<file path="src/rtl/redirect_arbiter.sv">
// PC-redirect arbiter: picks CSR > late execute > early execute, holds the winner until fetch accepts.
// Optional REDIRECT_ARB_STATS_EN builds accepted-redirect and preempt counters.
module redirect_arbiter (
  input  logic        clk_i,
  input  logic        rst_i,
  input  logic        csr_request_i,
  input  logic [31:0] csr_pc_i,
  input  logic [1:0]  csr_priv_i,
  input  logic        exu_request_i,
  input  logic [31:0] exu_pc_i,
  input  logic        exu_d_request_i,
  input  logic [31:0] exu_d_pc_i,
  input  logic [1:0]  cur_priv_i,
  input  logic        fetch_accept_i,
  output logic        fetch_branch_o,
  output logic [31:0] fetch_branch_pc_o,
  output logic [1:0]  fetch_branch_priv_o,
  output logic        squash_o,
  output logic [31:0] stat_redirects_o,
  output logic [31:0] stat_preempts_o
);

  typedef enum logic {IDLE = 1'b0, PENDING = 1'b1} state_t;

  state_t      state_q, state_d;
  logic [31:0] pc_q, pc_d;
  logic [1:0]  priv_q, priv_d;
  logic [1:0]  src_q, src_d;
  logic        squash_q, squash_d;

  logic        win_vld;
  logic [31:0] win_pc;
  logic [1:0]  win_priv;
  logic [1:0]  win_src;
  logic        xfer;
  logic        preempt;

  always_comb begin
    win_vld  = csr_request_i | exu_request_i | exu_d_request_i;
    win_pc   = exu_d_pc_i;
    win_priv = cur_priv_i;
    win_src  = 2'd2;
    if (csr_request_i) begin
      win_pc   = csr_pc_i;
      win_priv = csr_priv_i;
      win_src  = 2'd0;
    end else if (exu_request_i) begin
      win_pc   = exu_pc_i;
      win_src  = 2'd1;
    end
  end

  always_comb begin
    state_d  = state_q;
    pc_d     = pc_q;
    priv_d   = priv_q;
    src_d    = src_q;
    squash_d = 1'b0;
    xfer     = 1'b0;
    preempt  = 1'b0;
    case (state_q)
      IDLE: begin
        if (win_vld) begin
          state_d  = PENDING;
          pc_d     = win_pc;
          priv_d   = win_priv;
          src_d    = win_src;
          squash_d = 1'b1;
        end
      end
      PENDING: begin
        if (fetch_accept_i) begin
          xfer = 1'b1;
          if (win_vld) begin
            pc_d     = win_pc;
            priv_d   = win_priv;
            src_d    = win_src;
            squash_d = 1'b1;
          end else begin
            state_d = IDLE;
          end
        // Stalled: only a strictly older source, or a newer trap over a trap, may replace it.
        end else if (win_vld && ((win_src < src_q) || (win_src == 2'd0 && src_q == 2'd0))) begin
          pc_d     = win_pc;
          priv_d   = win_priv;
          src_d    = win_src;
          squash_d = 1'b1;
          preempt  = 1'b1;
        end
      end
      default: state_d = IDLE;
    endcase
  end

  always_ff @(posedge clk_i or posedge rst_i) begin
    if (rst_i) begin
      state_q  <= IDLE;
      pc_q     <= '0;
      priv_q   <= '0;
      src_q    <= '0;
      squash_q <= 1'b0;
    end else begin
      state_q  <= state_d;
      pc_q     <= pc_d;
      priv_q   <= priv_d;
      src_q    <= src_d;
      squash_q <= squash_d;
    end
  end

  assign fetch_branch_o      = (state_q == PENDING);
  assign fetch_branch_pc_o   = pc_q;
  assign fetch_branch_priv_o = priv_q;
  assign squash_o            = squash_q;

`ifdef REDIRECT_ARB_STATS_EN
  logic [31:0] stat_redirects_q, stat_preempts_q;

  always_ff @(posedge clk_i or posedge rst_i) begin
    if (rst_i) begin
      stat_redirects_q <= '0;
      stat_preempts_q  <= '0;
    end else begin
      if (xfer)    stat_redirects_q <= stat_redirects_q + 32'd1;
      if (preempt) stat_preempts_q  <= stat_preempts_q + 32'd1;
    end
  end

  assign stat_redirects_o = stat_redirects_q;
  assign stat_preempts_o  = stat_preempts_q;
`else
  logic unused_stats;
  assign unused_stats     = xfer ^ preempt;
  assign stat_redirects_o = '0;
  assign stat_preempts_o  = '0;
`endif

endmodule

</file>
<file path="config.mk">
export PLATFORM = sky130hd
export DESIGN_NAME = redirect_arbiter
export DESIGN_NICKNAME = d
export VERILOG_FILES = /design/src/rtl/redirect_arbiter.sv
export SDC_FILE = /design/constraint.sdc
export NUM_CORES = 1
export LEC_CHECK = 0
export CAP_MARGIN = 10
export CORE_MARGIN = 3
export CORE_UTILIZATION = 30
export CTS_BUF_LIST = sky130_fd_sc_hd__clkbuf_8 sky130_fd_sc_hd__clkbuf_16
export DETAILED_ROUTE_END_ITERATION = 8
export GPL_TIMING_DRIVEN = 1
export MAX_ROUTING_LAYER = met4
export PLACE_DENSITY = 0.8
export SLEW_MARGIN = 20
export SYNTH_ARGS = -nofsm -noshare
export SYNTH_HDL_FRONTEND = slang
export SYNTH_SLANG_ARGS = --single-unit
export TNS_END_PERCENT = 20
</file>
<file path="constraint.sdc">
create_clock -name clk_i -period 1.5 [get_ports clk_i]
set_clock_uncertainty 0.1 [all_clocks]
set_input_delay 0.45 -clock clk_i [delete_from_list [all_inputs] [get_ports clk_i]]
set_output_delay 0.45 -clock clk_i [all_outputs]
set_load 0.02 [all_outputs]
</file>
==> metrics.cfg <==
[clock_network]
cts_buffers=5
cts.sinks=38
cts_root_buffer=clkbuf_8
clock_path_buffers=2
path_clk_slew_ps=80
htreeDepth=2
clk-insertion-delay-late_ps=280
cts_tree=built

[floorplanning]
die-area_um2=10100
die_w_um=101
dieHeight_um=101
initial_core_util=0.317
io_pins=206
core_area_um2=8460
rows=33

[critical_path]
r2r_setup_slack_ps=-120
cpPeakStageDelay_ps=420
path_max_fanout=6
crit_type=flop to flop
path_delay_family=flip-flops
arrival_ps=1680
reg2regPathDepth=6
cp_slowest_cell=dfrtp_2
crit-reg2reg-launch=fetch_branch_o$_DFF_PP0_
reg2reg_to=fetch_branch_pc_o[22]$_DFFE_PP0P_
crit_buf_inv=3
required_ps=1560
critical_path.startpoint_type=flop
crit_path_end_kind=flop
critical_path_depth=6
crit_path_cell_trace=nor3b_4 -> a21oi_4 -> buf_6 -> buf_6 -> buf_12 -> mux2_4
crit_top_cell=buf_6

[place]
hpwl_um=5480
postPlaceCellArea_um2=4100
portBuffers=141
gp_routability_congestion=0.758
dp_slack_ps=-547

[sta]
setup_slack_ps=-119
setup_viol=32
period_share=1.08
rsz0062_at_grt=true
clock.fmax_mhz=618
period_needed_ps=1620
slew_violations=0
hold_viol=0

[final_layout]
layout_commonest_cell=clkdlybuf4s50_1
fin_nets=526
fillCellCount=783
final_cell_mix=clkdlybuf4s50_1 (101), conb_1 (64), dfrtp_1 (37)
antennaDiodeCount=0
layout-drive-gt1-share=0.266
area_growth_pct=59.0
final_cell_area_um2=4270

[detailed_routing]
ant_nets=0
vias_per_cell=4.25
drtPass1Iterations=4
drc_errors=0
totalWireLength_um=7300
first_iter_violations=26
wire_per_inst_um=13.9
num_vias=2233

[synthesis]
synth_top_family_by_area=multiplexers
synth_fa_ha_area_frac=0
synthSimpleGateAreaFrac=0.0639
yosys-top-cells-area=dfrtp_1 (35%), buf_4 (19%), mux2i_1 (12%)
synth.area.mux_share=0.283
synth_warnings=0
synth_compound_area_frac=0.0765
synth_top_area_cell=dfrtp_1
synth_xor_area_frac=0
syn-cell-area_um2=2680
ys_ff_latch=38
avgSynthCellArea_um2=10.2
syn_inst=264
seq_area_frac_synth=0.354
synth_top_area_frac=0.354
synth.distinct_cells=22

[global_routing]
grt.overflow.total=0
grt_max_degree=39
grt_util_all_layers=0.146
grt_pass1_wl_um=11200
met3_usage=0.0318
grt_pass1_vias=2232
antenna_found_initial=0
met1_usage=0.173
met2_usage=0.254
top_usage_layer=met2

[hold_path]
hp-class=primary input to asynchronous set/reset pin

[pwr]
powerDensity_nw_per_um2=781
power.leakage_uw=0.00210
irDropWorstVdd_uv=345
p_total_uw=3330

[status]
status=complete, but fails checks
violations=setup timing

[flow_run]
cap_violations=0

## registers in the layout (all words and copies together) (netlist names)
signal	count
fetch_branch_o	1
fetch_branch_pc_o	32
fetch_branch_priv_o	2
squash_o	1
src_q	2
## through the flow
step           TNS, ps  hold WS, ps  instances  utilization
2_1_floorplan    -2850          462        327            -
3_3_place_gp    -16910          391        509        0.485
3_5_place_dp    -17670          396        509        0.485
4_1_cts          -2720          392        526        0.523
5_1_grt          -4190          402        526        0.504
6_report         -2450          388        526        0.504
## worst max path at each step
stage,startpoint,slack (ps),end
floorplan,exu_request_i,-100,fetch_branch_pc_o[0]$_DFFE_PP0P_
global placement,fetch_accept_i,-520,fetch_branch_pc_o[22]$_DFFE_PP0P_
detailed placement,fetch_accept_i,-550,fetch_branch_pc_o[27]$_DFFE_PP0P_
CTS,fetch_branch_o$_DFF_PP0_,-130,fetch_branch_pc_o[22]$_DFFE_PP0P_
global route,fetch_branch_o$_DFF_PP0_,-180,fetch_branch_pc_o[22]$_DFFE_PP0P_
finish,fetch_branch_o$_DFF_PP0_,-120,fetch_branch_pc_o[22]$_DFFE_PP0P_
## timing repair
item                       4_1_cts  5_1_grt
setup endpoints to repair       70       60
gates cloned                     4        0
hold buffers                     0        0
gates resized for setup        146       25
setup buffers                    6        0
pin swaps                        3        1
## kinds of logic (layout without fill, tap and decap cells)
group / count (synthesis) / after routing
AND/OR/NAND/NOR: 38 / 38
other: 1 / 64
buffers and inverters: 81 / 175
flip-flops: 38 / 38
AO/OA/AOI/OAI: 38 / 38
multiplexers: 68 / 68
## cell usage after synthesis
library cell  number
nand2_1           33
inv_1              2
buf_2              5
clkbuf_1           3
conb_1             1
nand2b_1           1
mux2i_1           32
o21ai_1            1
mux2_2            26
dfrtp_1           38
o21ai_0           33
buf_6              4
nor3b_1            1
nor3_1             1
mux2_1             1
o21ai_2            1
mux2_4             9
nor3_2             1
a21oi_4            1
a21oi_1            2
buf_4             67
nor3b_4            1
## per-layer routing
| layer | up-vias | share of wire | wire (um) |
|---|---|---|---|
| li1 | 1075 | - | - |
| met1 | 1036 | 0.39 | 2840 |
| met2 | 117 | 0.52 | 3800 |
| met3 | 5 | 0.082 | 597 |
| met4 | 0 | 0.0077 | 56 |
| met5 | - | 0 | 0 |
## worst reg2reg max path, cell delays in order (launching register included)
cell     delay, ps
dfrtp_2        420
nor3b_4        160
a21oi_4        150
buf_6          120
buf_6          120
buf_12         130
mux2_4         300
## power breakdown
| group | total [uW] | leakage [uW] | switching [uW] | internal, uW |
|---|---|---|---|---|
| clock network | 717 | 0.0000472 | 348 | 369 |
| registers | 1240 | 0.000453 | 79.0 | 1160 |
| logic | 1370 | 0.00160 | 654 | 721 |
## layout make-up
cell class / instances / area (um^2) / area share
Clock buffer: 6 / 82.6 / 0.0194
Sequential cell: 38 / 952 / 0.223
Clock inverter: 2 / 12.5 / 0.00293
Inverter: 2 / 7.51 / 0.00176
Tap cell: 105 / 131 / 0.0308
Multi-Input combinational cell: 208 / 1480 / 0.348
Timing Repair Buffer: 165 / 1600 / 0.374
No activity file was read; power rests on OpenSTA's default activity.
